$ cat src/rtl/throughout_chk_pkg.sv
// throughout_chk_pkg
// Shared types for the throughout_chk protocol checker.
//   fail_code_e : reason reported alongside a fail pulse
//   chk_state_e : per-channel checker FSM state
package throughout_chk_pkg;

  typedef enum logic [1:0] {
    FC_NONE   = 2'd0,
    FC_NO_B   = 2'd1,
    FC_A_DROP = 2'd2,
    FC_C_DROP = 2'd3
  } fail_code_e;

  typedef enum logic {
    IDLE = 1'b0,
    RUN  = 1'b1
  } chk_state_e;

endpackage

$ cat src/rtl/throughout_chk_lane.sv
// throughout_chk_lane
// One channel of the checker for rose(a) |-> a throughout (rose(b) ##1 c[*RUN]).
// Optional saturating pass/fail counters when THROUGHOUT_CHK_CNT_EN is defined.
// Ports:
//   clk, rst_n        clock, async active-low reset
//   en_i              enable; low aborts the run without a pulse
//   run_len_i         RUN length, captured at the trigger
//   a_i, b_i, c_i     protocol signals of this channel
//   busy_o            FSM is in RUN
//   pass_o, fail_o    registered 1-cycle result pulses
//   fail_code_o       reason, valid while fail_o is high
//   pass_cnt_o, fail_cnt_o  saturating counts (macro only)
module throughout_chk_lane
  import throughout_chk_pkg::*;
#(
  parameter int LEN_W = 4
`ifdef THROUGHOUT_CHK_CNT_EN
  , parameter int CNT_W = 16
`endif
) (
  input  logic             clk,
  input  logic             rst_n,
  input  logic             en_i,
  input  logic [LEN_W-1:0] run_len_i,
  input  logic             a_i,
  input  logic             b_i,
  input  logic             c_i,
  output logic             busy_o,
  output logic             pass_o,
  output logic             fail_o,
  output logic [1:0]       fail_code_o
`ifdef THROUGHOUT_CHK_CNT_EN
  , output logic [CNT_W-1:0] pass_cnt_o
  , output logic [CNT_W-1:0] fail_cnt_o
`endif
);

  chk_state_e       state_q, state_d;
  logic [LEN_W-1:0] cnt_q, cnt_d;
  logic             a_q, b_q;
  logic             rose_a, rose_b;
  logic             pass_d, fail_d;
  fail_code_e       code_d, code_q;

  assign rose_a = a_i & ~a_q;
  assign rose_b = b_i & ~b_q;

  // Edge-detect history keeps tracking the inputs even while disabled, so
  // re-enabling does not see a stale level as a fresh rise.
  always_ff @(posedge clk or negedge rst_n) begin
    if (!rst_n) begin
      a_q     <= 1'b0;
      b_q     <= 1'b0;
      state_q <= IDLE;
      cnt_q   <= '0;
      pass_o  <= 1'b0;
      fail_o  <= 1'b0;
      code_q  <= FC_NONE;
    end else begin
      a_q     <= a_i;
      b_q     <= b_i;
      state_q <= state_d;
      cnt_q   <= cnt_d;
      pass_o  <= pass_d;
      fail_o  <= fail_d;
      code_q  <= code_d;
    end
  end

  // In RUN the a-drop check wins over the c-drop check; the final pass needs
  // c high on the last counted edge as well.
  always_comb begin
    state_d = state_q;
    cnt_d   = cnt_q;
    pass_d  = 1'b0;
    fail_d  = 1'b0;
    code_d  = FC_NONE;
    if (!en_i) begin
      state_d = IDLE;
    end else begin
      case (state_q)
        IDLE: begin
          if (rose_a) begin
            if (!rose_b) begin
              fail_d = 1'b1;
              code_d = FC_NO_B;
            end else if (run_len_i == '0) begin
              pass_d = 1'b1;
            end else begin
              cnt_d   = run_len_i;
              state_d = RUN;
            end
          end
        end
        RUN: begin
          if (!a_i) begin
            fail_d  = 1'b1;
            code_d  = FC_A_DROP;
            state_d = IDLE;
          end else if (!c_i) begin
            fail_d  = 1'b1;
            code_d  = FC_C_DROP;
            state_d = IDLE;
          end else if (cnt_q == LEN_W'(1)) begin
            pass_d  = 1'b1;
            state_d = IDLE;
          end else begin
            cnt_d = cnt_q - 1'b1;
          end
        end
        default: state_d = IDLE;
      endcase
    end
  end

  assign busy_o      = (state_q == RUN);
  assign fail_code_o = code_q;

`ifdef THROUGHOUT_CHK_CNT_EN
  // Counters follow the registered pulses, so they settle one cycle later.
  always_ff @(posedge clk or negedge rst_n) begin
    if (!rst_n) begin
      pass_cnt_o <= '0;
      fail_cnt_o <= '0;
    end else begin
      if (pass_o && (pass_cnt_o != '1)) pass_cnt_o <= pass_cnt_o + 1'b1;
      if (fail_o && (fail_cnt_o != '1)) fail_cnt_o <= fail_cnt_o + 1'b1;
    end
  end
`endif

endmodule

$ cat config.mk
export PLATFORM = sky130hd
export DESIGN_NAME = throughout_chk_lane
export DESIGN_NICKNAME = d
export VERILOG_FILES = /design/src/rtl/throughout_chk_pkg.sv /design/src/rtl/throughout_chk_lane.sv
export SDC_FILE = /design/constraint.sdc
export NUM_CORES = 1
export LEC_CHECK = 0
export CELL_PAD_IN_SITES_DETAIL_PLACEMENT = 1
export CELL_PAD_IN_SITES_GLOBAL_PLACEMENT = 2
export CORE_ASPECT_RATIO = 0.8
export CORE_MARGIN = 8
export CORE_UTILIZATION = 31
export DETAILED_ROUTE_END_ITERATION = 10
export PLACE_DENSITY = 0.85
export SLEW_MARGIN = 10
export SYNTH_ARGS = -nofsm -noshare
export SYNTH_HDL_FRONTEND = slang
export SYNTH_SLANG_ARGS = --single-unit
$ cat constraint.sdc
create_clock -name clk -period 4 [get_ports clk]
set_input_delay 0.4 -clock clk [delete_from_list [all_inputs] [get_ports clk]]
set_output_delay 0.4 -clock clk [all_outputs]
set_load 0.02 [all_outputs]
==> summary.txt, run 1 <==
Setup path
  • Critical Path, Cell by Cell: clkdlybuf4s50_1
  • Worst path bufs/invs: 1
  • Critical path's top delay family: buffers and inverters
  • Setup crit start kind: flip-flop
  • Kind of critical path: flip-flop to output port
  • Critical path arrival: 1.63 ns
  • Max FO, Critical Path: 17
  • Worst path required time: 3.60 ns
  • Critical path's largest stage delay: 0.71 ns
  • Slowest-stage cell, CP: clkdlybuf4s50_1
  • Critical Path End Type: output port

Layout
  • Final Instance Count excl. Fillers: 94
  • Layout area overhead: 32.9%
  • ANT cells: 0
  • Post-route cell area: 778 sq um
  • Share of cells above drive strength 1: 0.143
  • Final nets: 83
  • Fin util: 0.423

STA
  • Worst hold slack: 0.466 ns
  • Max-slew headroom: 0.665
  • Achievable Freq: 492 MHz
  • Layout Skew: 0.00309 ns
  • Slew Viols, Final: 0
  • RSZ-0062 raised after global routing: false
  • Fin crit share: 0.508
  • Finish-stage setup viols: 0
  • Worst Tran Pin Value: 0.502 ns
  • Endpoints failing hold: 0
  • Final worst path period need: 2.03 ns
  • Final WS setup: 1.97 ns
  • Setup TNS after final layout: 0 ns

Clocking
  • Hold buffer count at cts: 0
  • CTS tree: done
  • Clock Latency Late Sink: 0.26 ns
  • Setup bufs post-CTS: 0
  • Num CTS Buffers: 3
  • H-tree lvl count: 1
  • Clock Sinks: 11
  • Clk slew on worst S/H paths: 0.07 ns
  • Clock tree root driver cell: clkbuf_4
  • Post-CTS sizing: 0
  • CTS Buffer Depth: 2

Floorplanning
  • Die height: 54.9 microns
  • Die footprint: 0.00354 sq mm
  • IO Pins: 15
  • Die Span X: 64.6 microns
  • Core Area: 0.00184 sq mm
  • Starting Density: 0.318
  • # rows: 14

Yosys
  • Top cell type's share of synthesized area: 0.470
  • Post-synth net total: 65
  • Average cell area after synthesis: 11.0 sq um
  • Largest cells by area after synthesis: dfrtp_1 47%, mux2i_1 5.1%, ha_1 4.3%
  • Mapped Area: 586 sq um
  • Yosys warns: 0
  • EDFF count, synth: 0
  • Synthesis-stage register bit count: 11
  • Post-synthesis cell type count: 23
  • Post-synthesis sequential area ratio: 0.470
  • Cell with the most instances after synthesis: dfrtp_1
  • Post-synth ARST share: 1.00
  • Main synth FF type: dfrtp_1
  • Commonest cells in the netlist: 11 x dfrtp_1, 4 x nor3_1
  • Mapped Cells: 53
  • Synth area leader: dfrtp_1

Place
  • Port bufs: 14
  • Placed instance count: 90
  • Routability-driven placement congestion ratio: 0.784
  • Placed Area: 752 sq um
  • DP HPWL: 1090 microns
  • Pre-CTS setup slack: 1.92 ns

Drt
  • Post-DRT Antenna Nets: 0
  • Final wirelength: 1340 microns
  • First-pass DRT Iterations: 4
  • Drt drc: 0
  • Wire per inst: 14.3 microns
  • Drt initial violations: 6
  • Vias per std cell: 5.06
  • Via Count: 476

Power
  • Max VDD drop: 0.154 mV
  • Final Total Pwr: 271 uW
  • Sw frac: 0.283
  • Lkg Pwr: 0.302 nW
  • NetSw: 76.7 uW
  • Combinational share of power: 0.216
  • Sequential power share: 0.511
  • Power Dens Cells: 348 mW/mm^2
  • P_int: 194 uW
  • Clock group share of total power: 0.273

Global route
  • First-pass GRT wire length: 2300 microns
  • Grt ovf: 0
  • Largest net degree at the start of global routing: 18
  • Global-route usage over all layers: 0.0869
  • Initial antenna violation count: 0
  • Number of global-route vias before repair: 519

Status
  • Status: finished clean

Worst hold path
  • HP Class: input port to async pin

Run
  • Max-cap violations: 0
## kinds of logic after synthesis
group,count (synthesis),synth area share
adders and majority gates,2,0.0427
muxes,3,0.0513
buffers and inverters,4,0.0256
AOI/OAI and AO/OA,11,0.147
and+or+nand+nor,22,0.263
DFF,11,0.470
## power groups by stage
stage	sequential (mW)	combinational, mW	clock [mW]
6_report	0.138	0.0585	0.0740
5_1_grt	0.141	0.0665	0.0828
4_1_cts	0.138	0.0603	0.0772
3_5_place_dp	0.140	0.0604	0
3_3_place_gp	0.140	0.0567	0
2_1_floorplan	0.137	0.0339	0
## area by class of cell
type	instances	area, sq um
Tap cell	24	30.0
Clock buffer	4	26.3
Multi-Input combinational cell	38	295
Fill cell	219	1060
Timing Repair Buffer	14	140
Sequential cell	11	275
Inverter	3	11.3
## placed cells by master (no fill, tap or decap), drive strengths merged
cell type	n
ha	2
clkdlybuf4s50	14
nor3b	4
o21ai	3
nor3	4
dfrtp	11
a21oi	2
nand3	3
a41oi	1
nand4bb	1
nor2b	3
inv	3
or4	1
nand2b	1
nor2	1
or3b	2
nand2	2
clkbuf	4
o21bai	2
o22a	1
o41ai	2
mux2i	3
## final timing paths
| path | startpoint | endpoint | slack [ns] | cells after the start |
|---|---|---|---|---|
| min in group clk | cnt_q[1] | cnt_q[1] | 0.61 | 2 |
| hold / removal | rst_n | fail_o | 0.47 | 1 |
| setup / recovery | busy_o | busy_o | 1.97 | 1 |
| hold reg to reg | cnt_q[1] | cnt_q[1] | 0.61 | 2 |
| max in group asynchronous | rst_n | b_q | 3.20 | 1 |
| setup reg to reg | busy_o | cnt_q[2] | 2.16 | 4 |
## layer usage
| layer | share of wire | track usage |
|---|---|---|
| met1 | 0.47 | 0.0899 |
| met2 | 0.42 | 0.140 |
| met3 | 0.090 | 0.0348 |
| met4 | 0.020 | 0.0758 |
| met5 | 0 | 0 |
## sequential cells by signal (all words and copies together) (netlist names)
register,cells
cnt_q,4
busy_o,1
fail_o,1
pass_o,1
a_q,1
fail_code_o,2
b_q,1
Power figures use the tool's default switching activity.
==> run 2: changes to the inputs <==
- CORE_UTILIZATION: 31 -> 28
- PLACE_DENSITY: 0.85 -> 0.78
- clock period: 4 -> 2 ns (I/O delays scaled with it)
==> run 2 against run 1 <==
Effect of this change:
- final cell count grew 3.2%
- register-to-register slack lost 1.8 ns
- worst setup slack lost 1.7 ns
- combinational power grew 110%
- global-route usage shrank 0.29 points
- worst hold slack lost 0.19 ns
- critical endpoint is now cnt_q[2]
- largest cell class unchanged
- highest routed layer is now met3
==> summary.txt, run 2 (same netlist as run 1, synthesis figures left out) <==
Place
  • Port bufs: 14
  • Routability-driven placement congestion ratio: 0.746
  • DP HPWL: 1180 microns
  • Placed instance count: 93

STA
  • Slew Viols, Final: 0
  • Layout Skew: 0.00142 ns
  • Achievable Freq: 594 MHz
  • Final worst path period need: 1.68 ns
  • Endpoints failing hold: 0
  • RSZ-0062 raised after global routing: false
  • Finish-stage setup viols: 0
  • Fin crit share: 0.842
  • Worst hold slack: 0.276 ns
  • Setup TNS after final layout: 0 ns
  • Max-slew headroom: 0.648
  • Worst Tran Pin Value: 0.526 ns

Drt
  • Post-Route M1 WL: 725 microns
  • First-pass DRT Iterations: 4
  • Via Count: 495
  • Post-DRT Antenna Nets: 0
  • WL met3: 145 microns
  • Final wirelength: 1520 microns
  • Metal2 WL: 644 microns
  • Vias per std cell: 5.10
  • DR top layer: met3
  • Wire per inst: 15.6 microns
  • Drt initial violations: 2
  • Drt drc: 0

Floorplanning
  • Die height: 56.9 microns
  • Core Area: 0.00193 sq mm
  • Starting Density: 0.304
  • # rows: 14
  • IO Pins: 15
  • Die Span X: 67.1 microns
  • Die footprint: 0.00382 sq mm

Layout
  • Most frequent cells in the layout: 14 x clkdlybuf4s50_1, 11 x dfrtp_1, 4 x nor3_1
  • Reg with most FFs: cnt_q
  • Share of cells above drive strength 1: 0.178
  • Fill cell count: 232
  • Commonest non-fill, non-tap cell in the layout: clkdlybuf4s50_1
  • Layout area overhead: 36.8%
  • Register area: 275 sq um
  • Largest register FFs: 4
  • Final nets: 86
  • Final Instance Count excl. Fillers: 97
  • ANT cells: 0
  • Multi-input gate area: 295 sq um

Setup path
  • Critical path's largest stage delay: 0.42 ns
  • Max FO, Critical Path: 7
  • Critical Path, Cell by Cell: ha_1 > nor3b_1 > o22a_1 > o41ai_1 > nor3b_2
  • Kind of critical path: flip-flop to flip-flop
  • Worst path required time: 2.15 ns
  • Slowest-stage cell, CP: dfrtp_1
  • Setup crit start kind: flip-flop
  • R2R setup slack: 0.32 ns
  • Critical Path End Type: flip-flop
  • Critical path arrival: 1.83 ns

Global route
  • Grt ovf: 0
  • Largest net degree at the start of global routing: 12
  • First-pass GRT wire length: 2500 microns
  • Initial antenna violation count: 0
  • Number of global-route vias before repair: 536
  • Global-route usage over all layers: 0.0840

Clocking
  • CTS tree: done
  • CTS Buffer Depth: 2
  • Post-CTS sizing: 0
  • Clk slew on worst S/H paths: 0.07 ns
  • H-tree lvl count: 1
  • Clock tree root driver cell: clkbuf_4
  • Num CTS Buffers: 3
  • Clock Sinks: 11
  • Setup bufs post-CTS: 0
  • Hold buffer count at cts: 0
  • Clock Latency Late Sink: 0.27 ns

Power
  • Max VDD drop: 0.309 mV
  • Lkg Pwr: 0.318 nW
  • Power Dens Cells: 688 mW/mm^2

Worst hold path
  • HP Class: input port to async pin

Run
  • Max-cap violations: 0

Status
  • Status: finished clean
-- run 2: cell types whose count changed in the layout (fill, tap and decap cells not counted), sizes merged --
cell / before / now
buf: 0 / 3
-- run 2: critical path, delay by kind of cell (launching register included) --
kind	cells	cell delay (ns)
AO/OA/AOI/OAI	2	0.70
AND/OR/NAND/NOR	2	0.24
flip-flops	1	0.42
adder cells (fa/ha/maj)	1	0.21
-- run 2: per-layer routing --
metal	vias to the layer above	global-route usage
met5	-	0
li1	236	-
met2	17	0.124
met1	242	0.103
met4	0	0.00893
met3	0	0.0535
-- run 2: final timing paths --
kind                       depth (start not counted)  endpoint  startpoint
setup / recovery                                   5  cnt_q[2]    cnt_q[0]
hold / removal                                     1  cnt_q[2]       rst_n
setup reg to reg                                   5  cnt_q[2]    cnt_q[0]
hold reg to reg                                    2  cnt_q[1]    cnt_q[1]
max in group asynchronous                          1       b_q       rst_n
min in group clk                                   1       b_q         b_i
-- run 2: area by class of cell --
type                       count  share of cell area
multi-input combinational     38               0.369
sequential                    11               0.344
timing repair buffer          17               0.203
tap                           24              0.0375
clock buffer                   4              0.0328
inverter                       3              0.0141
-- run 2: through the flow --
| stage | total power, mW | worst slack [ns] | instance area (sq um) | utilization |
|---|---|---|---|---|
| after floorplan | 0.342 | 0.393 | 586 | - |
| after global placement | 0.397 | 0.212 | 774 | 0.402 |
| after detailed placement | 0.402 | 0.174 | 774 | 0.402 |
| after CTS | 0.560 | 0.300 | 801 | 0.416 |
| after global routing | 0.589 | 0.203 | 801 | 0.416 |
| final | 0.551 | 0.317 | 801 | 0.416 |
-- run 2: power by group --
part	total, mW	internal [mW]	switching (mW)
registers	0.274	0.249	0.0251
logic	0.122	0.0636	0.0584
clock network	0.154	0.0772	0.0771
total	0.551	0.390	0.161
==> run 3: changes to the inputs <==
- CORE_UTILIZATION: 28 -> 26
- PLACE_DENSITY: 0.78 -> 0.77
- clock period: 2 -> 1.45 ns (I/O delays scaled with it)
==> run 3 against run 2 <==
Effect of this change:
- the run now ends with negative setup slack left
- flip-flop and latch count did not move
- design area rose by 25%
- global-route usage rose by 0.98 points
- core utilization rose by 5.0 points
- sequential share of layout area fell by 6.6 points
- count of clock-buffer cells in the layout did not move
- first-iteration DRC count rose by 100%
- critical endpoint is now cnt_q[3]
- largest cell class unchanged
==> summary.txt, run 3 (same netlist as run 1, synthesis figures left out) <==
STA
  • Fin crit share: 1.03
  • Final worst path period need: 1.49 ns
  • Slew Viols, Final: 0
  • Achievable Freq: 671 MHz
  • Worst Tran Pin Value: 0.542 ns
  • Worst hold slack: 0.213 ns
  • Max-slew headroom: 0.637
  • Final WS setup: -0.0398 ns
  • Layout Skew: 0.00351 ns
  • Finish-stage setup viols: 2
  • RSZ-0062 raised after global routing: true
  • Endpoints failing hold: 0

Floorplanning
  • IO Pins: 15
  • Die Span X: 69.1 microns
  • Core Area: 0.00214 sq mm
  • Die height: 58.4 microns
  • # rows: 15
  • Die footprint: 0.00404 sq mm
  • Starting Density: 0.274

Layout
  • Fill cell count: 257
  • Largest register FFs: 4
  • Most frequent cells in the layout: 14 x buf_4, 12 x clkdlybuf4s50_1, 10 x dfrtp_1
  • Share of cells above drive strength 1: 0.395
  • Final Instance Count excl. Fillers: 111
  • ANT cells: 0
  • Multi-input gate area: 373 sq um
  • Post-route cell area: 997 sq um
  • Final nets: 99
  • Register area: 277 sq um
  • Reg with most FFs: cnt_q
  • Layout area overhead: 70.3%
  • Commonest non-fill, non-tap cell in the layout: buf_4

Setup path
  • Setup crit start kind: input port
  • Worst path required time: 1.61 ns
  • R2R setup slack: -0.04 ns
  • Kind of critical path: input port to flip-flop
  • R2R Path Start: busy_o
  • Max FO, Critical Path: 7
  • Critical Path End Type: flip-flop
  • R2r worst-path depth: 5
  • RR Endpoint: cnt_q[3]
  • Critical path's top delay family: simple AND/OR/NAND/NOR gates
  • Critical path's largest stage delay: 0.55 ns
  • Critical Path, Cell by Cell: clkdlybuf4s50_1 > or4_4 > o21ai_4 > buf_12 > o21bai_1 > nor3b_2
  • Critical Path Source: run_len_i[2]
  • Critical path arrival: 1.65 ns
  • Slowest-stage cell, CP: or4_4
  • Worst path bufs/invs: 2

Drt
  • Post-DRT Antenna Nets: 0
  • Final wirelength: 1720 microns
  • Via Count: 551
  • Drt drc: 0
  • Drt initial violations: 4
  • Vias per std cell: 4.96
  • First-pass DRT Iterations: 2
  • Wire per inst: 15.5 microns

Power
  • Clock group share of total power: 0.250
  • Combinational share of power: 0.326
  • P_int: 620 uW
  • NetSw: 276 uW
  • Power Dens Cells: 898 mW/mm^2
  • Max VDD drop: 0.393 mV
  • Sequential power share: 0.424
  • Lkg Pwr: 0.422 nW
  • Sw frac: 0.308
  • Final Total Pwr: 896 uW

Clocking
  • Num CTS Buffers: 3
  • CTS tree: done
  • H-tree lvl count: 1
  • Clk slew on worst S/H paths: 0.08 ns
  • Clock tree root driver cell: clkbuf_4
  • Hold buffer count at cts: 0
  • Clock Latency Late Sink: 0.28 ns
  • CTS Buffer Depth: 2
  • Clock Sinks: 11

Place
  • DP HPWL: 1320 microns
  • Placed Area: 880 sq um
  • Routability-driven placement congestion ratio: 0.735
  • Port bufs: 14
  • Pre-CTS setup slack: -0.364 ns
  • Placed instance count: 104

Global route
  • Global-route usage over all layers: 0.0937
  • First-pass GRT wire length: 3000 microns
  • Grt ovf: 0
  • Initial antenna violation count: 0
  • Largest net degree at the start of global routing: 12
  • Number of global-route vias before repair: 618

Run
  • Max-cap violations: 0

Status
  • Status: finished with violations
  • Violations in the final reports: negative setup slack

Worst hold path
  • HP Class: input port to async pin
[run 3: metrics by stage]
stage,setup TNS (ns),util
CTS,-0.129,0.465
detailed placement,-1.79,0.411
finish,-0.0651,0.466
global placement,-1.58,0.411
floorplan,-0.139,-
global route,-0.385,0.466
[run 3: how the worst max path moves through the flow]
stage	end	slack (ns)	depth (start not counted)
finish	cnt_q[3]	-0.04	6
global route	cnt_q[2]	-0.11	5
CTS	cnt_q[2]	-0.08	5
detailed placement	cnt_q[3]	-0.36	5
global placement	cnt_q[3]	-0.32	5
floorplan	cnt_q[2]	-0.05	4
[run 3: power by group through the flow]
stage | clock (mW) | sequential [mW] | combinational, mW
final | 0.224 | 0.380 | 0.292
after detailed placement | 0 | 0.373 | 0.249
after global placement | 0 | 0.373 | 0.237
after floorplan | 0 | 0.378 | 0.0957
after global routing | 0.242 | 0.385 | 0.325
after CTS | 0.235 | 0.380 | 0.296
[run 3: what timing repair did]
| action | 4_1_cts | 5_1_grt |
|---|---|---|
| setup endpoints to repair | 6 | 5 |
| gates cloned | 0 | 0 |
| pin swaps | 5 | 3 |
| gates resized for setup | 14 | 1 |
| setup buffers | 2 | 1 |
[run 3: layer usage]
layer / track usage / routed length [microns] / up-vias
met3: 0.0336 / 105 / 2
met2: 0.154 / 822 / 17
met1: 0.105 / 761 / 268
met5: 0 / 0 / -
li1: - / - / 264
met4: 0.0525 / 34 / 0
[run 3: cell type report]
cell class,instances,area share
clock buffers,4,0.0263
multi-input cells,38,0.374
flip-flops and latches,11,0.277
well taps,25,0.0314
inverters,3,0.0113
repair buffers,30,0.280
